==> src/rtl/fetch_pkg.sv <==
// Shared types and constants for the instruction-fetch stage.
package fetch_pkg;
  localparam int PC_WIDTH    = 32;
  localparam int INSTR_WIDTH = 32;

  typedef enum logic {
    S_REQ   = 1'b0,
    S_DRAIN = 1'b1
  } fetch_state_t;

  localparam logic [INSTR_WIDTH-1:0] IFID_BUBBLE_INSTR = 32'h0;
endpackage

==> src/rtl/fetch_skid_buffer.sv <==
// One-entry {pc, instr, valid} holder; clear beats load, load beats pop.
module fetch_skid_buffer
  import fetch_pkg::*;
(
  input  logic                   CLK,
  input  logic                   RESET,
  input  logic                   load,
  input  logic                   pop,
  input  logic                   clear,
  input  logic [PC_WIDTH-1:0]    load_pc,
  input  logic [INSTR_WIDTH-1:0] load_instr,
  output logic                   skid_valid,
  output logic [PC_WIDTH-1:0]    skid_pc,
  output logic [INSTR_WIDTH-1:0] skid_instr
);

  always_ff @(posedge CLK or posedge RESET) begin
    if (RESET) begin
      skid_valid <= 1'b0;
      skid_pc    <= '0;
      skid_instr <= IFID_BUBBLE_INSTR;
    end else if (clear) begin
      skid_valid <= 1'b0;
    end else if (load) begin
      skid_valid <= 1'b1;
      skid_pc    <= load_pc;
      skid_instr <= load_instr;
    end else if (pop) begin
      skid_valid <= 1'b0;
    end
  end

endmodule

==> src/rtl/fetch_stage.sv <==
// Instruction fetch with IF/ID register and one-entry skid buffer.
// Define FETCH_PERF_EN to add the perf_fetched / perf_stall_cycles counters.
module fetch_stage
  import fetch_pkg::*;
#(
  parameter logic [PC_WIDTH-1:0] RESET_PC = 32'h0000_0000,
  parameter logic [PC_WIDTH-1:0] PC_STEP  = 32'd4
) (
  input  logic                   CLK,
  input  logic                   RESET,
  input  logic                   stall_in,
  input  logic                   branch_taken_in,
  input  logic [PC_WIDTH-1:0]    branch_target_in,
  output logic                   imem_req,
  output logic [PC_WIDTH-1:0]    imem_addr,
  input  logic                   imem_ready,
  input  logic [INSTR_WIDTH-1:0] imem_rdata,
`ifdef FETCH_PERF_EN
  output logic [31:0]            perf_fetched,
  output logic [31:0]            perf_stall_cycles,
`endif
  output logic [PC_WIDTH-1:0]    pc_out,
  output logic [INSTR_WIDTH-1:0] instr_out,
  output logic                   valid_out
);

  fetch_state_t            state_reg;
  logic [PC_WIDTH-1:0]     pc_reg;
  logic [PC_WIDTH-1:0]     redirect_reg;
  logic                    skid_valid;
  logic [PC_WIDTH-1:0]     skid_pc;
  logic [INSTR_WIDTH-1:0]  skid_instr;
  logic                    accept;
  logic                    adv;
  logic                    fetch_ok;
  logic                    skid_load;
  logic                    skid_pop;

  assign imem_addr = pc_reg;
  assign imem_req  = (state_reg == S_REQ && !skid_valid) || state_reg == S_DRAIN;
  assign accept    = imem_req && imem_ready;
  assign adv       = !valid_out || !stall_in;
  // A fetch is kept only in S_REQ and only when no redirect flushes it.
  assign fetch_ok  = accept && state_reg == S_REQ && !branch_taken_in;
  assign skid_load = fetch_ok && !adv;
  assign skid_pop  = adv && skid_valid;

  fetch_skid_buffer u_skid (
    .CLK        (CLK),
    .RESET      (RESET),
    .load       (skid_load),
    .pop        (skid_pop),
    .clear      (branch_taken_in),
    .load_pc    (pc_reg),
    .load_instr (imem_rdata),
    .skid_valid (skid_valid),
    .skid_pc    (skid_pc),
    .skid_instr (skid_instr)
  );

  // PC / request state machine
  always_ff @(posedge CLK or posedge RESET) begin
    if (RESET) begin
      state_reg    <= S_REQ;
      pc_reg       <= RESET_PC;
      redirect_reg <= '0;
    end else begin
      case (state_reg)
        S_REQ: begin
          if (branch_taken_in) begin
            if (imem_req && !imem_ready) begin
              redirect_reg <= branch_target_in;
              state_reg    <= S_DRAIN;
            end else begin
              pc_reg <= branch_target_in;
            end
          end else if (accept) begin
            pc_reg <= pc_reg + PC_STEP;
          end
        end
        S_DRAIN: begin
          if (accept) begin
            pc_reg    <= branch_taken_in ? branch_target_in : redirect_reg;
            state_reg <= S_REQ;
          end else if (branch_taken_in) begin
            redirect_reg <= branch_target_in;
          end
        end
        default: state_reg <= S_REQ;
      endcase
    end
  end

  // IF/ID pipeline register
  always_ff @(posedge CLK or posedge RESET) begin
    if (RESET) begin
      pc_out    <= '0;
      instr_out <= IFID_BUBBLE_INSTR;
      valid_out <= 1'b0;
    end else if (branch_taken_in) begin
      valid_out <= 1'b0;
    end else if (adv) begin
      if (skid_valid) begin
        pc_out    <= skid_pc;
        instr_out <= skid_instr;
        valid_out <= 1'b1;
      end else if (fetch_ok) begin
        pc_out    <= pc_reg;
        instr_out <= imem_rdata;
        valid_out <= 1'b1;
      end else begin
        valid_out <= 1'b0;
      end
    end
  end

`ifdef FETCH_PERF_EN
  always_ff @(posedge CLK or posedge RESET) begin
    if (RESET) begin
      perf_fetched      <= '0;
      perf_stall_cycles <= '0;
    end else begin
      if (fetch_ok)
        perf_fetched <= perf_fetched + 32'd1;
      if (valid_out && stall_in)
        perf_stall_cycles <= perf_stall_cycles + 32'd1;
    end
  end
`endif

endmodule

==> config.mk <==
export PLATFORM = sky130hd
export DESIGN_NAME = fetch_stage
export DESIGN_NICKNAME = d
export VERILOG_FILES = /design/src/rtl/fetch_pkg.sv /design/src/rtl/fetch_skid_buffer.sv /design/src/rtl/fetch_stage.sv
export SDC_FILE = /design/constraint.sdc
export NUM_CORES = 1
export LEC_CHECK = 0
export ABC_AREA = 1
export CORE_UTILIZATION = 40
export CTS_BUF_LIST = sky130_fd_sc_hd__clkbuf_8
export CTS_CLUSTER_SIZE = 40
export DETAILED_ROUTE_END_ITERATION = 7
export PLACE_DENSITY_LB_ADDON = 0.2
export SLEW_MARGIN = 15
export SYNTH_ARGS = -nofsm -noshare
export SYNTH_HDL_FRONTEND = slang
export SYNTH_SLANG_ARGS = --single-unit
==> constraint.sdc <==
create_clock -name CLK -period 6.7 [get_ports CLK]
set_input_delay 1.675 -clock CLK [delete_from_list [all_inputs] [get_ports CLK]]
set_output_delay 1.675 -clock CLK [all_outputs]
set_load 0.01 [all_outputs]
== Word-level counts from Yosys, hierarchy flattened ==
Index checks and enable logic that the tools add are counted.

* Add/sub/neg operators: 1
* Equality and inequality tests: 6
* Muxes and demuxes: 25
* Bitwise gates (word level): 2
* Reduce and logical (&&, ||, !) cells: 22

{| class="wikitable"
|+ Operators with widths
! operator !! number
|-
| two-way mux 32 bit || 12
|-
| one-hot mux 32 bit (2 select lines) || 2
|-
| adder 32 x 3 -> 32 bit (second input constant) || 1
|-
| two-way mux 1 bit || 10
|-
| AND reduction 3 bit || 3
|-
| logical AND 1 bit || 7
|-
| zero test 1 bit || 6
|-
| inequality test 3 bit (second input constant) || 2
|-
| inequality test 2 x 1 -> 1 bit (second input constant) || 2
|-
| inequality test 2 bit (second input constant) || 2
|-
| nonzero test 2 bit || 2
|-
| nonzero test 3 bit || 1
|-
| logical OR 1 bit || 2
|-
| NOT 1 bit || 2
|-
| one-hot mux 1 bit (2 select lines) || 1
|-
| AND reduction 2 bit || 1
|}

* Register bits after elaboration: 195
* Output and inout bits: 98
* Logic and storage cells: 65

== Longest topological paths before layout ==
Gate-level depths: netlist (run 1).

* Depth after elaboration: 10
* Depth in mapped cells: 9

== By module ==
Synthesis (run 1) repeated with hierarchy kept, for this count alone.

* Cells, all modules: 1218
* Area, all modules: 9564.2 sq um

{| class="wikitable"
|+ Modules (own cells, without submodules)
! module !! instances !! cells each !! area each (sq um) !! sequential area each (sq um)
|-
| fetch_stage || 1 || 934 || 6949.2 || 3253.1
|-
| fetch_skid_buffer || 1 || 284 || 2615.0 || 1626.6
|}

== Worst setup path before layout (run 1) ==
Ideal clock, no wire load.

* Path type: input to register
* From: input branch_taken_in
* To: register u_skid.skid_instr[13]
* Library setup time: 0.125 ns
* Arrival: 2.759 ns
* Required time: 6.575 ns
* Slack: 3.816 ns
* Cell stages on the path: 6
* Path through: nor2_4 > nand3_2 > nor2_1 > buf_4 > buf_6 > mux2_2

* Word-level cells in the longest chain between the ends: 4
* Elaborated cells between the ends (all ways): 5
* Those cells by class: bitwise (1); reduce/logical (4)

{| class="wikitable"
|+ Ends and longest elaborated chain
! element !! line !! RTL
|-
| start: declaration || fetch_stage.sv:12 || <nowiki>input logic branch_taken_in,</nowiki>
|-
| zero test 1 bit || fetch_stage.sv:44 || <nowiki>assign fetch_ok = accept && state_reg == S_REQ && !branch_taken_in;</nowiki>
|-
| logical AND 1 bit || fetch_stage.sv:44 ||
|-
| logical AND 1 bit || fetch_stage.sv:45 || <nowiki>assign skid_load = fetch_ok && !adv;</nowiki>
|-
| AND reduction 2 bit (no source line) (*) || -- ||
|-
| end signal: assignment || fetch_skid_buffer.sv:27 || <nowiki>skid_instr <= load_instr;</nowiki>
|-
| end: declaration || fetch_skid_buffer.sv:14 || <nowiki>output logic [INSTR_WIDTH-1:0] skid_instr</nowiki>
|}

Every way passes the cells marked *; elsewhere a longest branch is shown, timed or not.
A chain may end at the register's enable or synchronous reset.

== Final worst setup path (run 1) ==
* From: input branch_taken_in
* To: register u_skid.skid_instr[0]

The elaborated chain is that of the path after synthesis.

==> results of run 1 <==
## metal layers
layer	wire length (um)	share of wire (%)	GRT usage, %
met2	9730	43	29.2
met5	0	0	0
met1	11500	51	30.4
met3	1010	4.5	3.52
met4	392	1.7	6.10
## synthesized netlist by cell type (all sizes together)
master  number  area (sq um)
a221oi       1          8.76
buf         32           226
clkbuf      22          92.6
o21ai       33           165
ha           1          12.5
a31oi       65           407
a41oi        1          8.76
and2         1          6.26
o21a        20           150
nand2      311          1170
nand3       46           235
o211ai      13          97.6
dfrtp      195          4880
a22o         3          26.3
a21oi       22           110
nand3b       1          7.51
inv         79           297
nor3         1          5.00
nor2       133           517
o21bai       3          22.5
o22ai        1          6.26
mux2        59           664
or2          2          12.5
a21o         1          7.51
a22oi        4          30.0
## worst max path at each step
stage,from,end,cells after the start
CTS,branch_taken_in,u_skid.skid_pc[9],7
detailed placement,branch_taken_in,u_skid.skid_instr[7],7
finish,branch_taken_in,u_skid.skid_instr[0],7
floorplan,RESET,imem_addr[0],1
global placement,branch_taken_in,u_skid.skid_pc[8],7
global route,branch_taken_in,u_skid.skid_pc[9],7
## worst register-to-register path: cells and delay by family (launching register included)
family / cells / cell delay [ns]
mux: 1 / 0.42
buf+inv: 2 / 1.01
flops: 1 / 0.42
simple gates: 2 / 0.98
## area by class of cell
cell class,instances,area [sq um],share of cell area (%)
multi-input combinational,722,3690,32.5
inverter,79,302,2.66
clock buffer,18,248,2.19
timing repair buffer,173,1740,15.3
clock inverter,14,119,1.05
tap,285,357,3.15
sequential,195,4880,43.1
## cell families (layout without fill, tap and decap cells)
logic type,Yosys count,count (layout),share of synthesized area (%)
simple gates,495,495,21.4
flops,195,195,53.2
compound gates,167,167,11.3
buf+inv,133,284,6.71
mux,59,59,7.25
fa+ha+maj,1,1,0.136
## through the flow
step	hold WS, ns	setup slack (ns)	utilization (%)
after global placement	0.460	1.99	48.6
after CTS	0.500	2.46	50.2
final	0.497	2.45	50.2
after floorplan	0.442	2.51	-
after global routing	0.506	2.34	50.2
after detailed placement	0.474	1.96	48.6
## power by group through the flow
stage / Combinational (mW) / Clock [mW] / Sequential [mW]
global placement: 0.925 / 0 / 1.71
global route: 1.02 / 0.804 / 1.74
detailed placement: 0.938 / 0 / 1.72
floorplan: 0.443 / 0 / 1.73
finish: 0.930 / 0.733 / 1.69
CTS: 0.940 / 0.754 / 1.69
==> impl_metrics.csv, run 1 <==
group,metric,value,unit
status,status,"finished clean",
worst_setup_path,r2r_start,"u_skid.skid_valid",
layout,nNetsFinal,1258,
logic_synthesis,synth_area_per_cell,8.73,sq um
pwr,p_sw,1.10,mW
die,die_w,153,um
timing,finClkSkew,0.0143,ns
die,core_area,22600,sq um
worst_setup_path,slowest_delay,0.74,ns
worst_hold_path,hold_depth,2,
die,ioPinCount,167,
job,max-cap-violations,0,
timing,fmax,0.235,GHz
detailed_routing,drt_iter0_drc,501,
timing,rsz0062_at_grt,"no",
timing,post-route-period-util,63.5,%
layout,design_area,11300,sq um
worst_setup_path,rrSetupSlack,3.76,ns
pwr,combPwrFrac,27.7,%
logic_synthesis,syn_inst,1050,
die,start_util,40.6,%
timing,setup_violations,0,
placed_design,post_dp_cell_area,11000,sq um
placed_design,post-place-cells,1454,
worst_hold_path,hold_end,"redirect_reg[25]",
pwr,powerDensity,296,nW/um^2
worst_setup_path,path_class,"in -> reg",
layout,instances_no_fill,1486,
pwr,power.total,3.36,mW
logic_synthesis,synth_fp_nets,1120,
logic_synthesis,yosys_register_bits,195,
cts,cts-root-buf,"clkbuf_8",
pwr,switching_share,32.8,%
pwr,power.internal,2.25,mW
cts,numCtsBuffers,17,
worst_setup_path,cp_common_cell,"nor2_4",
cts,cts_resized,0,
pwr,seqPwrFrac,50.4,%
worst_setup_path,arrival,4.61,ns
pwr,clkPwrFrac,21.8,%
worst_setup_path,worstPathBufferInverterCount,3,
die,placementRows,55,
global_route,grt_pass1_vias,6994,
cts,htreeDepth,4,
timing,fin_crit,4.25,ns
layout,final_common_cell,"nand2_1",
timing,hold_violations,0,
detailed_routing,vias_per_cell,4.98,
detailed_routing,wirelength,22600,um
placed_design,placement.io_buffers,166,
worst_setup_path,critPathSlowestCell,"nor2_4",
timing,worstMarginPinSlew,0.986,ns
cts,postCtsSetupRepairBufs,0,
detailed_routing,vias,7403,
detailed_routing,drc,0,
layout,antenna_cells,0,
layout,area_growth,23.6,%
worst_setup_path,critPathCaptureType,"flop",
die,die_h,153,um
cts,clk_pin_slew,0.10,ns
cts,clkLatencyLatePin,0.47,ns
worst_hold_path,hold_start,"redirect_reg[25]",
pwr,irDropWorstVdd,130,uV
layout,nFillCells,2160,
worst_setup_path,crit_path_cell_trace,"clkdlybuf4s50_1 > buf_4 > nor2_4 > nand3_2 > nor2_4 > buf_12 > mux2_2",
timing,maxSlewHeadroom,34.3,%
logic_synthesis,seq_area_frac_synth,53.2,%
worst_setup_path,cp.required,7.06,ns
logic_synthesis,netlist_area,9170,sq um
global_route,grt_overflow,0,
layout,mostFrequentLayoutCells,"nand2_1 (310), dfrtp_1 (194), clkdlybuf4s50_1 (166)",
worst_setup_path,rr_worst_depth,5,
logic_synthesis,yosysWarnings,0,
detailed_routing,ant_nets,0,
global_route,grt_start_max_net_pins,159,
cts,cts_tree,"built",
placed_design,dpl.hpwl,15600,um
worst_setup_path,worst_r2r_endpoint,"u_skid.skid_instr[0]",
timing,setup_tns,0,ns
worst_setup_path,crit_fanout,55,
worst_setup_path,start_kind,"primary input",
global_route,globalRouteTotalUtil,20.1,%
pwr,p_leak,4.97,nW
cts,cts.path.max_buffers,2,
worst_hold_path,hold_class,"reg -> reg",
detailed_routing,wl_per_cell,15.2,um
cts,cts_hold_buf,0,
die,die_area,23500,sq um
timing,slew_violations,0,
cts,clock-sinks,195,
placed_design,gp_congestion,0.836,
logic_synthesis,yosys.cell_types.count,35,
layout,drive_gt1_share,8.49,%
worst_setup_path,cp_top_family,"simple AND/OR/NAND/NOR gates",
global_route,antenna_found_initial,0,
detailed_routing,drtPass1Iterations,5,
global_route,grt_pass1_wl,37600,um
Note: power is estimated with default switching activity, not from simulation.
==> inputs of run 2 (changes only) <==
==> constraint.sdc (replaced) <==
create_clock -name CLK -period 4.2 [get_ports CLK]
set_input_delay 1.05 -clock CLK [delete_from_list [all_inputs] [get_ports CLK]]
set_output_delay 1.05 -clock CLK [all_outputs]
set_load 0.01 [all_outputs]
==> run 2 against run 1 <==
Against the previous run: global-route usage grew 0.25 points; die area is the same; wire length grew 2.1%; worst hold slack lost 0.020 ns; power grew 66%; register-to-register slack lost 1.9 ns; critical path type is now reg -> out; combinational power grew 61%.
==> impl_metrics.csv, run 2 (same netlist as run 1, synthesis figures left out) <==
group,metric,value,unit
global_route,grt_overflow,0,
timing,hold_violations,0,
detailed_routing,drtPass1Iterations,5,
die,placementRows,55,
pwr,p_sw,1.71,mW
cts,cts_tree,"built",
pwr,clkPwrFrac,24.5,%
pwr,seqPwrFrac,48.6,%
worst_setup_path,crit_fanout,9,
detailed_routing,drc,0,
worst_setup_path,rrSetupSlack,1.86,ns
detailed_routing,vias,7506,
timing,rsz0062_at_grt,"no",
global_route,globalRouteTotalUtil,20.4,%
die,die_w,153,um
cts,clkLatencyLatePin,0.47,ns
layout,final_common_cell,"nand2_1",
die,core_area,22600,sq um
global_route,grt_start_max_net_pins,85,
cts,cts_hold_buf,0,
status,status,"finished clean",
timing,worst_slack,1.46,ns
die,ioPinCount,167,
timing,fin_crit,2.74,ns
placed_design,dpl.hpwl,15800,um
pwr,combPwrFrac,26.9,%
layout,antenna_cells,0,
cts,cts.path.max_buffers,2,
detailed_routing,vias_per_cell,5.03,
layout,drive_gt1_share,8.96,%
cts,numCtsBuffers,17,
job,max-cap-violations,0,
pwr,p_leak,5.08,nW
worst_setup_path,arrival,1.69,ns
detailed_routing,ant_nets,0,
cts,postCtsSetupRepairBufs,0,
detailed_routing,wirelength,23100,um
global_route,grt_pass1_wl,38000,um
worst_setup_path,crit_path_cell_trace,"clkdlybuf4s50_1",
detailed_routing,wl_per_cell,15.5,um
global_route,grt_pass1_vias,7171,
timing,fmax,0.365,GHz
worst_setup_path,critPathCaptureType,"output pin",
cts,clk_pin_slew,0.10,ns
timing,finClkSkew,0.0111,ns
timing,slew_violations,0,
layout,area_growth,25.7,%
cts,cts_resized,0,
placed_design,post-place-cells,1460,
worst_setup_path,cp_top_family,"buffers and inverters",
cts,cts-root-buf,"clkbuf_8",
pwr,powerDensity,482,nW/um^2
detailed_routing,drt_iter0_drc,469,
timing,worstMarginPinSlew,0.778,ns
worst_setup_path,slowest_delay,0.63,ns
worst_setup_path,start_kind,"flop",
worst_setup_path,cp.required,3.15,ns
die,die_area,23500,sq um
worst_hold_path,hold_class,"reg -> reg",
pwr,irDropWorstVdd,244,uV
global_route,antenna_found_initial,0,
pwr,power.total,5.56,mW
worst_setup_path,critPathSlowestCell,"clkdlybuf4s50_1",
placed_design,gp_congestion,0.852,
timing,maxSlewHeadroom,48.2,%
pwr,switching_share,30.8,%
die,start_util,40.6,%
layout,nNetsFinal,1264,
worst_setup_path,worstPathBufferInverterCount,1,
cts,htreeDepth,4,
worst_setup_path,path_class,"reg -> out",
cts,clock-sinks,195,
timing,setup_tns,0,ns
layout,instances_no_fill,1491,
pwr,power.internal,3.85,mW
placed_design,placement.io_buffers,166,
timing,post-route-period-util,65.3,%
die,die_h,153,um
placed_design,post-place-ws,0.979,ns
timing,hold_slack,0.477,ns
timing,setup_violations,0,
layout,mostFrequentLayoutCells,"nand2_1 (310), dfrtp_1 (194), clkdlybuf4s50_1 (166)",
run 2: cell types whose count changed in the layout (fill, tap and decap cells not counted), moves of 2 or more:
cell	previous run	this run
buf_12	2	8
clkinvlp_4	6	1
bufinv_16	0	4
clkinv_2	1	3
inv_8	3	0
clkinv_4	1	3
inv_6	4	2
run 2: through the flow:
stage | utilization (%) | area [sq um]
final | 51.1 | 11500
after detailed placement | 49.1 | 11100
after global placement | 49.1 | 11100
after floorplan | - | 9170
after CTS | 51.1 | 11500
after global routing | 51.1 | 11500
run 2: final cells by class:
type	instances	area (sq um)
Fill cell	2152	11000
Sequential cell	195	4880
Multi-Input combinational cell	722	3690
Timing Repair Buffer	179	1860
Tap cell	285	357
Inverter	79	300
Clock buffer	19	262
Clock inverter	12	179
run 2: final timing paths:
check / startpoint / endpoint / cells after the start
max: imem_addr[19] / imem_addr[19] / 1
min in group asynchronous: RESET / u_skid.skid_instr[19] / 2
min: redirect_reg[4] / redirect_reg[4] / 2
max in group asynchronous: RESET / u_skid.skid_valid / 3
min reg2reg: redirect_reg[4] / redirect_reg[4] / 2
max reg2reg: u_skid.skid_valid / imem_addr[20] / 8
run 2: metal layers:
| layer | part of all wire [%] | vias to the layer above | GRT usage, % |
|---|---|---|---|
| met5 | 0 | - | 0 |
| met1 | 49 | 3514 | 29.6 |
| met3 | 4.9 | 28 | 3.37 |
| met2 | 44 | 230 | 30.6 |
| li1 | - | 3734 | - |
| met4 | 1.9 | 0 | 7.19 |
run 2: power by group through the flow:
| stage | clock [mW] | sequential [mW] | combinational [mW] |
|---|---|---|---|
| after floorplan | 0 | 2.75 | 0.706 |
| after global placement | 0 | 2.72 | 1.48 |
| after detailed placement | 0 | 2.74 | 1.51 |
| after CTS | 1.40 | 2.70 | 1.51 |
| after global routing | 1.47 | 2.77 | 1.65 |
| final | 1.36 | 2.70 | 1.50 |
